`src/rtl/variable_pkg.sv`:
```
// Shared game-wide constants and helpers.
//   PLAYER_1 / PLAYER_2 : two-bit player codes used on current_player and winner.
//   opponent()          : the other player's code.
//   lives_dec_sat()     : lives minus one, floored at zero.
package variable_pkg;

  localparam logic [1:0] PLAYER_1 = 2'b01;
  localparam logic [1:0] PLAYER_2 = 2'b10;

  function automatic logic [1:0] opponent(input logic [1:0] player);
    return (player == PLAYER_1) ? PLAYER_2 : PLAYER_1;
  endfunction

  function automatic logic [1:0] lives_dec_sat(input logic [1:0] lives);
    return (lives == 2'd0) ? 2'd0 : lives - 2'd1;
  endfunction

endpackage

```
`src/rtl/hit_box_check.sv`:
```
// Hit-box test for one player's box.
// A point is inside the box when it is at or below the top edge (y >= target_y_i) and
// its x lies in [x_min_i, x_max_i], with both bounds inclusive.
// Ports:
//   xpos_i, ypos_i   projectile position
//   x_min_i, x_max_i horizontal window of the box
//   target_y_i       top edge of the box
//   in_box_o         high while the point is inside the box (combinational)
module hit_box_check (
  input  logic [11:0] xpos_i,
  input  logic [11:0] ypos_i,
  input  logic [11:0] x_min_i,
  input  logic [11:0] x_max_i,
  input  logic [11:0] target_y_i,
  output logic        in_box_o
);

  assign in_box_o = (ypos_i >= target_y_i) && (xpos_i >= x_min_i) && (xpos_i <= x_max_i);

endmodule

```
`src/rtl/turn_ctrl.sv`:
```
// Turn controller for a two-player throwing game.
// A click in IDLE launches a throw. During FLIGHT the projectile is watched until it hits
// the opponent, lands, or times out. RESOLVE then charges any damage, SWITCH waits before
// handing the turn over, and OVER holds the result until reset.
// Ports:
//   clk60MHz, rst        clock, asynchronous active-high reset
//   mouse_left           synchronised left-button level
//   xpos_prebuff/ypos_.. projectile position from the trajectory stages
//   throw_flag           one-cycle pulse starting a throw
//   end_throw            one-cycle pulse ending a throw (RESOLVE)
//   hit                  one-cycle pulse with end_throw when the opponent was struck
//   current_player       PLAYER_1 / PLAYER_2
//   lives_p1, lives_p2   remaining lives
//   game_over, winner    final result (winner is 2'b00 until game_over)
module turn_ctrl
  import variable_pkg::*;
#(
  parameter int unsigned GROUND_Y       = 768,
  parameter int unsigned TARGET_Y       = 650,
  parameter int unsigned P1_X_MIN       = 40,
  parameter int unsigned P1_X_MAX       = 200,
  parameter int unsigned P2_X_MIN       = 824,
  parameter int unsigned P2_X_MAX       = 984,
  parameter int unsigned SWITCH_DELAY   = 30_000_000,
  parameter int unsigned FLIGHT_TIMEOUT = 120_000_000,
  parameter int unsigned START_LIVES    = 3
) (
  input  logic        clk60MHz,
  input  logic        rst,
  input  logic        mouse_left,
  input  logic [11:0] xpos_prebuff,
  input  logic [11:0] ypos_prebuff,
  output logic        throw_flag,
  output logic        end_throw,
  output logic [1:0]  current_player,
  output logic        hit,
  output logic [1:0]  lives_p1,
  output logic [1:0]  lives_p2,
  output logic        game_over,
  output logic [1:0]  winner
);

  localparam int unsigned TimeoutW = (FLIGHT_TIMEOUT > 1) ? $clog2(FLIGHT_TIMEOUT) : 1;
  localparam int unsigned SwitchW  = (SWITCH_DELAY > 1) ? $clog2(SWITCH_DELAY) : 1;

  localparam logic [TimeoutW-1:0] TimeoutLast = TimeoutW'(FLIGHT_TIMEOUT - 1);
  localparam logic [SwitchW-1:0]  SwitchLast  = SwitchW'(SWITCH_DELAY - 1);
  localparam logic [11:0]         GroundY     = 12'(GROUND_Y);
  localparam logic [11:0]         TargetY     = 12'(TARGET_Y);
  localparam logic [1:0]          StartLives  = 2'(START_LIVES);

  typedef enum logic [2:0] {
    StIdle,
    StFlight,
    StResolve,
    StSwitch,
    StOver
  } state_e;

  state_e              state_q, state_d;
  logic                mouse_prev_q;
  logic                armed_q, armed_d;
  logic                hit_r_q, hit_r_d;
  logic [TimeoutW-1:0] tcnt_q, tcnt_d;
  logic [SwitchW-1:0]  scnt_q, scnt_d;
  logic [1:0]          player_q, player_d;
  logic [1:0]          lives_p1_q, lives_p1_d;
  logic [1:0]          lives_p2_q, lives_p2_d;
  logic                throw_flag_q, throw_flag_d;
  logic                end_throw_q, end_throw_d;
  logic                hit_q, hit_d;
  logic                game_over_q, game_over_d;
  logic [1:0]          winner_q, winner_d;

  // Opponent's hit box follows whose turn it is.
  logic [11:0] opp_x_min, opp_x_max;
  logic        in_box;
  logic [1:0]  opp_lives, opp_lives_new;

  assign opp_x_min = (player_q == PLAYER_1) ? 12'(P2_X_MIN) : 12'(P1_X_MIN);
  assign opp_x_max = (player_q == PLAYER_1) ? 12'(P2_X_MAX) : 12'(P1_X_MAX);

  hit_box_check u_hit_box_check (
    .xpos_i     (xpos_prebuff),
    .ypos_i     (ypos_prebuff),
    .x_min_i    (opp_x_min),
    .x_max_i    (opp_x_max),
    .target_y_i (TargetY),
    .in_box_o   (in_box)
  );

  assign opp_lives     = (player_q == PLAYER_1) ? lives_p2_q : lives_p1_q;
  assign opp_lives_new = hit_r_q ? lives_dec_sat(opp_lives) : opp_lives;

  always_comb begin
    state_d      = state_q;
    armed_d      = armed_q;
    hit_r_d      = hit_r_q;
    tcnt_d       = tcnt_q;
    scnt_d       = scnt_q;
    player_d     = player_q;
    lives_p1_d   = lives_p1_q;
    lives_p2_d   = lives_p2_q;
    throw_flag_d = 1'b0;
    end_throw_d  = 1'b0;
    hit_d        = 1'b0;
    game_over_d  = game_over_q;
    winner_d     = winner_q;

    unique case (state_q)
      StIdle: begin
        if (mouse_left && !mouse_prev_q) begin
          throw_flag_d = 1'b1;
          armed_d      = 1'b0;
          tcnt_d       = '0;
          state_d      = StFlight;
        end
      end

      StFlight: begin
        tcnt_d = tcnt_q + TimeoutW'(1);
        // The trajectory stage idles at y=769; nothing counts until y has left the ground.
        if (ypos_prebuff < GroundY) begin
          armed_d = 1'b1;
        end
        // Outcomes register with the state change so the pulses line up with RESOLVE.
        if (armed_q && in_box) begin
          hit_r_d     = 1'b1;
          hit_d       = 1'b1;
          end_throw_d = 1'b1;
          state_d     = StResolve;
        end else if ((armed_q && (ypos_prebuff >= GroundY)) || (tcnt_q == TimeoutLast)) begin
          hit_r_d     = 1'b0;
          end_throw_d = 1'b1;
          state_d     = StResolve;
        end
      end

      StResolve: begin
        if (player_q == PLAYER_1) begin
          lives_p2_d = opp_lives_new;
        end else begin
          lives_p1_d = opp_lives_new;
        end
        scnt_d = '0;
        if (opp_lives_new == 2'd0) begin
          game_over_d = 1'b1;
          winner_d    = player_q;
          state_d     = StOver;
        end else begin
          state_d = StSwitch;
        end
      end

      StSwitch: begin
        if (scnt_q == SwitchLast) begin
          player_d = opponent(player_q);
          state_d  = StIdle;
        end else begin
          scnt_d = scnt_q + SwitchW'(1);
        end
      end

      StOver: begin
        state_d = StOver;
      end

      default: begin
        state_d = StIdle;
      end
    endcase
  end

  always_ff @(posedge clk60MHz or posedge rst) begin
    if (rst) begin
      state_q      <= StIdle;
      mouse_prev_q <= 1'b0;
      armed_q      <= 1'b0;
      hit_r_q      <= 1'b0;
      tcnt_q       <= '0;
      scnt_q       <= '0;
      player_q     <= PLAYER_1;
      lives_p1_q   <= StartLives;
      lives_p2_q   <= StartLives;
      throw_flag_q <= 1'b0;
      end_throw_q  <= 1'b0;
      hit_q        <= 1'b0;
      game_over_q  <= 1'b0;
      winner_q     <= 2'b00;
    end else begin
      state_q      <= state_d;
      mouse_prev_q <= mouse_left;
      armed_q      <= armed_d;
      hit_r_q      <= hit_r_d;
      tcnt_q       <= tcnt_d;
      scnt_q       <= scnt_d;
      player_q     <= player_d;
      lives_p1_q   <= lives_p1_d;
      lives_p2_q   <= lives_p2_d;
      throw_flag_q <= throw_flag_d;
      end_throw_q  <= end_throw_d;
      hit_q        <= hit_d;
      game_over_q  <= game_over_d;
      winner_q     <= winner_d;
    end
  end

  assign throw_flag     = throw_flag_q;
  assign end_throw      = end_throw_q;
  assign hit            = hit_q;
  assign current_player = player_q;
  assign lives_p1       = lives_p1_q;
  assign lives_p2       = lives_p2_q;
  assign game_over      = game_over_q;
  assign winner         = winner_q;

endmodule
```
`config.mk`:
```
export PLATFORM = sky130hd
export DESIGN_NAME = turn_ctrl
export DESIGN_NICKNAME = d
export VERILOG_FILES = /design/src/rtl/variable_pkg.sv /design/src/rtl/hit_box_check.sv /design/src/rtl/turn_ctrl.sv
export SDC_FILE = /design/constraint.sdc
export NUM_CORES = 1
export LEC_CHECK = 0
export BUFFER_PORTS_ARGS = -buffer_cell sky130_fd_sc_hd__buf_4
export CORE_UTILIZATION = 29
export CTS_BUF_LIST = sky130_fd_sc_hd__clkbuf_16
export CTS_CLUSTER_SIZE = 40
export DETAILED_ROUTE_END_ITERATION = 10
export GPL_TIMING_DRIVEN = 0
export SLEW_MARGIN = 15
export SYNTH_ARGS = -nofsm -noshare
export SYNTH_HDL_FRONTEND = slang
export SYNTH_HIERARCHICAL = 1
export SYNTH_SLANG_ARGS = --single-unit
```
`constraint.sdc`:
```
create_clock -name clk60MHz -period 6.5 [get_ports clk60MHz]
set_clock_uncertainty 0.05 [all_clocks]
set_input_delay 1.3 -clock clk60MHz [delete_from_list [all_inputs] [get_ports clk60MHz]]
set_output_delay 1.3 -clock clk60MHz [all_outputs]
set_load 0.01 [all_outputs]
```
# Word level (Yosys, flattened, before mapping)
# Cells that the tools add are included.
# W data, S select, Z words.
# classes
addsub,3
n_mul,0
n_div,0
n_lt_le_gt_ge,5
n_eq_ne,12
n_shift,0
n_mux,28
n_bitwise,1
reduce_logical,22
# ops
op,n
$pmux W27 S2,1
$pmux W25 S2,1
$add A27 B1 Y27 const B,1
$eq A27 B27 Y1 const B,1
$mux W27,1
$add A25 B1 Y25 const B,1
$eq A25 B25 Y1 const B,1
$mux W25,1
$ge A12 B10 Y1 const B,2
$mux W10,2
$mux W3,5
$pmux W3 S5,1
$reduce_and A2 Y1,7
$ge A12 B10 Y1,1
$le A12 B10 Y1,1
$lt A12 B10 Y1 const B,1
$mux W1,11
$mux W2,4
$ne A2 B2 Y1 const B,4
$eq A3 B2 Y1 const B,2
$reduce_and A3 Y1,2
$reduce_bool A2 Y1,3
$logic_and A1 B1 Y1,5
$logic_not A2 Y1,2
other kinds (10),10
# totals
reg_bits,70
latchBits,0
ramBits,0
rom_bits,0
input_bits,27
out_inout_bits,12
elab_cells,85
mem_count,0

# Logic depth before layout (Yosys ltp)
# depth
depth_word,8
mapped_depth,13
ltp_nobuf,13

# Cells and area by module
# The synthesis kept the hierarchy.
# modules_own_cells
mod,instances,cells_each,area_per_inst_um2,seq_area_each_um2
turn_ctrl,1,410,3863.7,1757.9
hit_box_check,1,123,889.6,0.0

# Least setup slack after synthesis
# Ideal clock, no wire load.
# synth_path
path_type,input to register
start,input port ypos_prebuff[9]
end,register state_q[0]
arrival_ns,2.978
required_ns,6.351
setup_slack_ns,3.372
cell_stages,9
path_buffers,0
path_cell_list,ha_1 > a21o_1 > a21oi_1 > nor2b_1 > a2111oi_0 > a221oi_2 > o21ai_0 > o211ai_1 > a311oi_1
# synth_between
elab_chain_len,6
elab_cells_between_ends,11
classes_between,2 x order compare; 1 x eq/ne; 2 x mux; 6 x reduce/logical
# synth_rtl
element,line_no,text
"start, declared",turn_ctrl.sv:32,"input logic [11:0] ypos_prebuff,"
$ge A12 B10 Y1 (*),hit_box_check.sv:18,assign in_box_o = (ypos_i >= target_y_i) && (xpos_i >= x_min_i) && (xpos_i <= x_max_i);
$logic_and A1 B1 Y1 (*) (2 in series),hit_box_check.sv:18,
named net in_box,turn_ctrl.sv:77,logic in_box;
$logic_and A1 B1 Y1 (*),turn_ctrl.sv:127,if (armed_q && in_box) begin
$mux W3 / $ne A3 B3 Y1 (equally long branches),n/a,
$pmux W3 S5 / $reduce_and A3 Y1 (equally long branches),n/a,
"end signal, assigned",turn_ctrl.sv:176,state_q <= StIdle;
"end signal, assigned",turn_ctrl.sv:191,state_q <= state_d;
"end, declared",turn_ctrl.sv:60,"state_e state_q, state_d;"
# The timed path passes the listed nets; every way through them passes the cells marked *.
# A chain may end at the register's enable or synchronous reset.

# Worst setup path after layout
# Same ends and word-level chain as after synthesis.

==> impl_metrics.toml <==
[status]
status = "finished, final reports clean"

[die]
rows = 46
dieWidth_um = 130
die_h_um = 130
core_sq_um = 15900
die_area_sq_um = 16900
start_util = 0.298
io_pins = 39

[clocking]
cts_sinks = 70
holdBufCountCts = 0
clk_path_buf_depth = 2
cts_resized = 0
cts_root_buffer = "clkbuf_16"
clk_latency_ns = 0.33
cts_buffers = 9
cts-htree-levels = 3
clk_pin_slew_ns = 0.06
cts_tree = "done"
post_cts_buffers = 0

[routing]
firstDrtPassIters = 5
vias_per_cell = 5.10
wl_per_cell_um = 13.6
num_vias = 4244
drt_iter0_drc = 231
drc_errors = 0
ant_nets = 0
routed_wl_um = 11300

[logic_synthesis]
syn_area_sq_um = 4750
synth_top_area_frac = 0.342
yosys.cell_count.top_type = "dfrtp_1"
ys.flop_type = "dfrtp_1"
synth_edf_count = 0
synthArstFlopShare = 1.00
ys_warn_count = 6
synth.largest_area_cell = "dfrtp_1"
ys_types = 61
ys_seq_area_frac = 0.370
netlist_top_cells_count = "dfrtp_1, inv_1, nand2_1"
ys_seq_elements = 70
avgSynthCellArea_sq_um = 8.92
synthTopCellsByArea = "dfrtp_1, ha_1, mux2i_1, inv_1, nand2_1"
synthCells = 533

[place]
place_congestion = 0.833
place_hpwl_um = 8490
port-buffer-count = 38
dp.cells = 816
placed_area_sq_um = 5440

[global_route]
grt.total_usage = 0.146
grt_pass1_wl_um = 19700
grt_overflow = 0
antenna_found_initial = 0
grt_pass1_vias = 4256
grt_max_degree = 50

[critical_path]
crit_type = "in2reg"
cp.arrival_ns = 3.51
reg2reg_setup_slack_ns = 3.45
end_kind = "register"
rr_endpoint = "state_q[0]"
crit_required_ns = 6.68
timing.rr.start = "current_player[0]"
cpPeakStageDelay_ns = 0.60
reg2reg_depth = 10
startpoint_type = "input port"
cp_max_fo = 2
startpoint = "ypos_prebuff[9]"
crit_slowest_cell = "a2111oi_0"
worstPathCellList = "buf_4 -> ha_1 -> a21o_1 -> a21oi_1 -> nor2b_1 -> a2111oi_0 -> a221oi_2 -> o21ai_0 -> o211ai_1 -> a311oi_1"

[cells_and_area]
fillers = 1655
drive_gt1_frac = 0.133
finalInstanceArea_sq_um = 5730
final_cells = 832
areaGrowthSynthToFinish_pct = 20.6
final_util = 0.360
final_nets = 676
ff_latch_area_sq_um = 1760
antenna_cells = 0
multi_input_area_sq_um = 2820

[power_and_ir_drop]
p_leak_nw = 2.65
ir_drop_uv = 139
p_per_area_nw_per_um2 = 238

[worst_hold_path]
hold_path.startpoint = "lives_p1[1]"
whs_path_depth = 1
hold_path_class = "reg2reg"
holdPathEnd = "lives_p1[1]"

[timing]
fmax_mhz = 300
finalSetupViolCount = 0
finalHoldViolCount = 0
min_period_ns = 3.33
tightestPinTransition_ns = 0.745
relSlewSlack = 0.500
rsz0062_at_grt = "false"
slew_viol_final = 0
fin_crit_sh = 0.512
fin_tns_setup_ns = 0
holdWs_ns = 0.430

[job]
drv_cap = 0
## layout by cell type (no fill, tap or decap), types with 6 or more instances in the layout
cell type,Yosys,final
a21oi_1,24,24
mux2i_1,19,19
and2_1,9,9
conb_1,2,30
o211ai_1,10,10
ha_1,38,38
o31ai_1,11,11
o21ai_0,29,29
nor4_1,8,8
and4_1,7,7
clkbuf_16,0,9
a211oi_1,6,6
and3_1,12,12
mux2_2,6,6
nand2b_1,6,6
clkbuf_1,19,19
buf_4,3,41
dfrtp_1,65,65
nand4_1,25,25
inv_1,47,46
nand2_1,46,46
nor3_1,14,14
nand3_1,23,23
nor2_1,25,25
## through the flow
step | setup WS, ns | total power, mW
2_1_floorplan | 3.37 | 0.761
3_3_place_gp | 2.45 | 0.874
3_5_place_dp | 2.76 | 0.886
4_1_cts | 3.10 | 1.37
5_1_grt | 3.00 | 1.44
6_report | 3.17 | 1.37
## final cells by class
type / count / share of cell area
Sequential cell: 70 / 0.307
Clock buffer: 9 / 0.0393
Clock inverter: 7 / 0.0113
Multi-Input combinational cell: 420 / 0.492
Inverter: 47 / 0.0312
Tap cell: 216 / 0.0471
Buffer: 24 / 0.0181
Timing Repair Buffer: 39 / 0.0545
## routing by layer
layer	track usage	routed length [um]	vias up
li1	-	-	2102
met1	0.184	5300	2052
met2	0.251	5500	76
met3	0.0262	341	14
met4	0.0499	146	0
met5	0	0	-
## worst max path at each step
stage / to / slack [ns] / cells past startpoint
final: state_q[0] / 3.17 / 10
after global routing: state_q[0] / 3.00 / 10
after CTS: state_q[0] / 3.10 / 10
after detailed placement: state_q[0] / 2.76 / 10
after global placement: game_over / 2.45 / 2
after floorplan: state_q[0] / 3.37 / 9
## state kept, by name, summed over array words and instances, names as in the netlist
| name | flops |
|---|---|
| current_player | 2 |
| tcnt_q | 27 |
| hit | 1 |
| throw_flag | 1 |
| mouse_prev_q | 1 |
| scnt_q | 25 |
| end_throw | 1 |
| winner | 2 |
| hit_r_q | 1 |
| state_q | 3 |
| lives_p1 | 2 |
| game_over | 1 |
| lives_p2 | 2 |
| armed_q | 1 |
## critical path, delay by kind of cell
family | cells | cell delay (ns)
AO/OA/AOI/OAI | 7 | 1.74
buffers and inverters | 1 | 0.11
adder cells (fa/ha/maj) | 1 | 0.30
AND/OR/NAND/NOR | 1 | 0.06
## cell families (layout without fill, tap and decap cells)
kind of cell	after synthesis	after routing	synth area share
and+or+nand+nor	207	207	0.243
adders and majority gates	38	38	0.100
DFF	70	70	0.370
AOI/OAI and AO/OA	118	118	0.168
other	2	30	0.00158
buffers and inverters	71	126	0.0590
xor gates and xnor gates	2	2	0.00369
muxes	25	25	0.0542
## power by group
group	internal (mW)	total, mW	switching, mW	leakage [nW]
combinational	0.135	0.381	0.247	1.57
sequential	0.471	0.499	0.0276	0.942
clock	0.294	0.485	0.191	0.143
total	0.900	1.37	0.465	2.65
(Power assumes the default switching activity.)
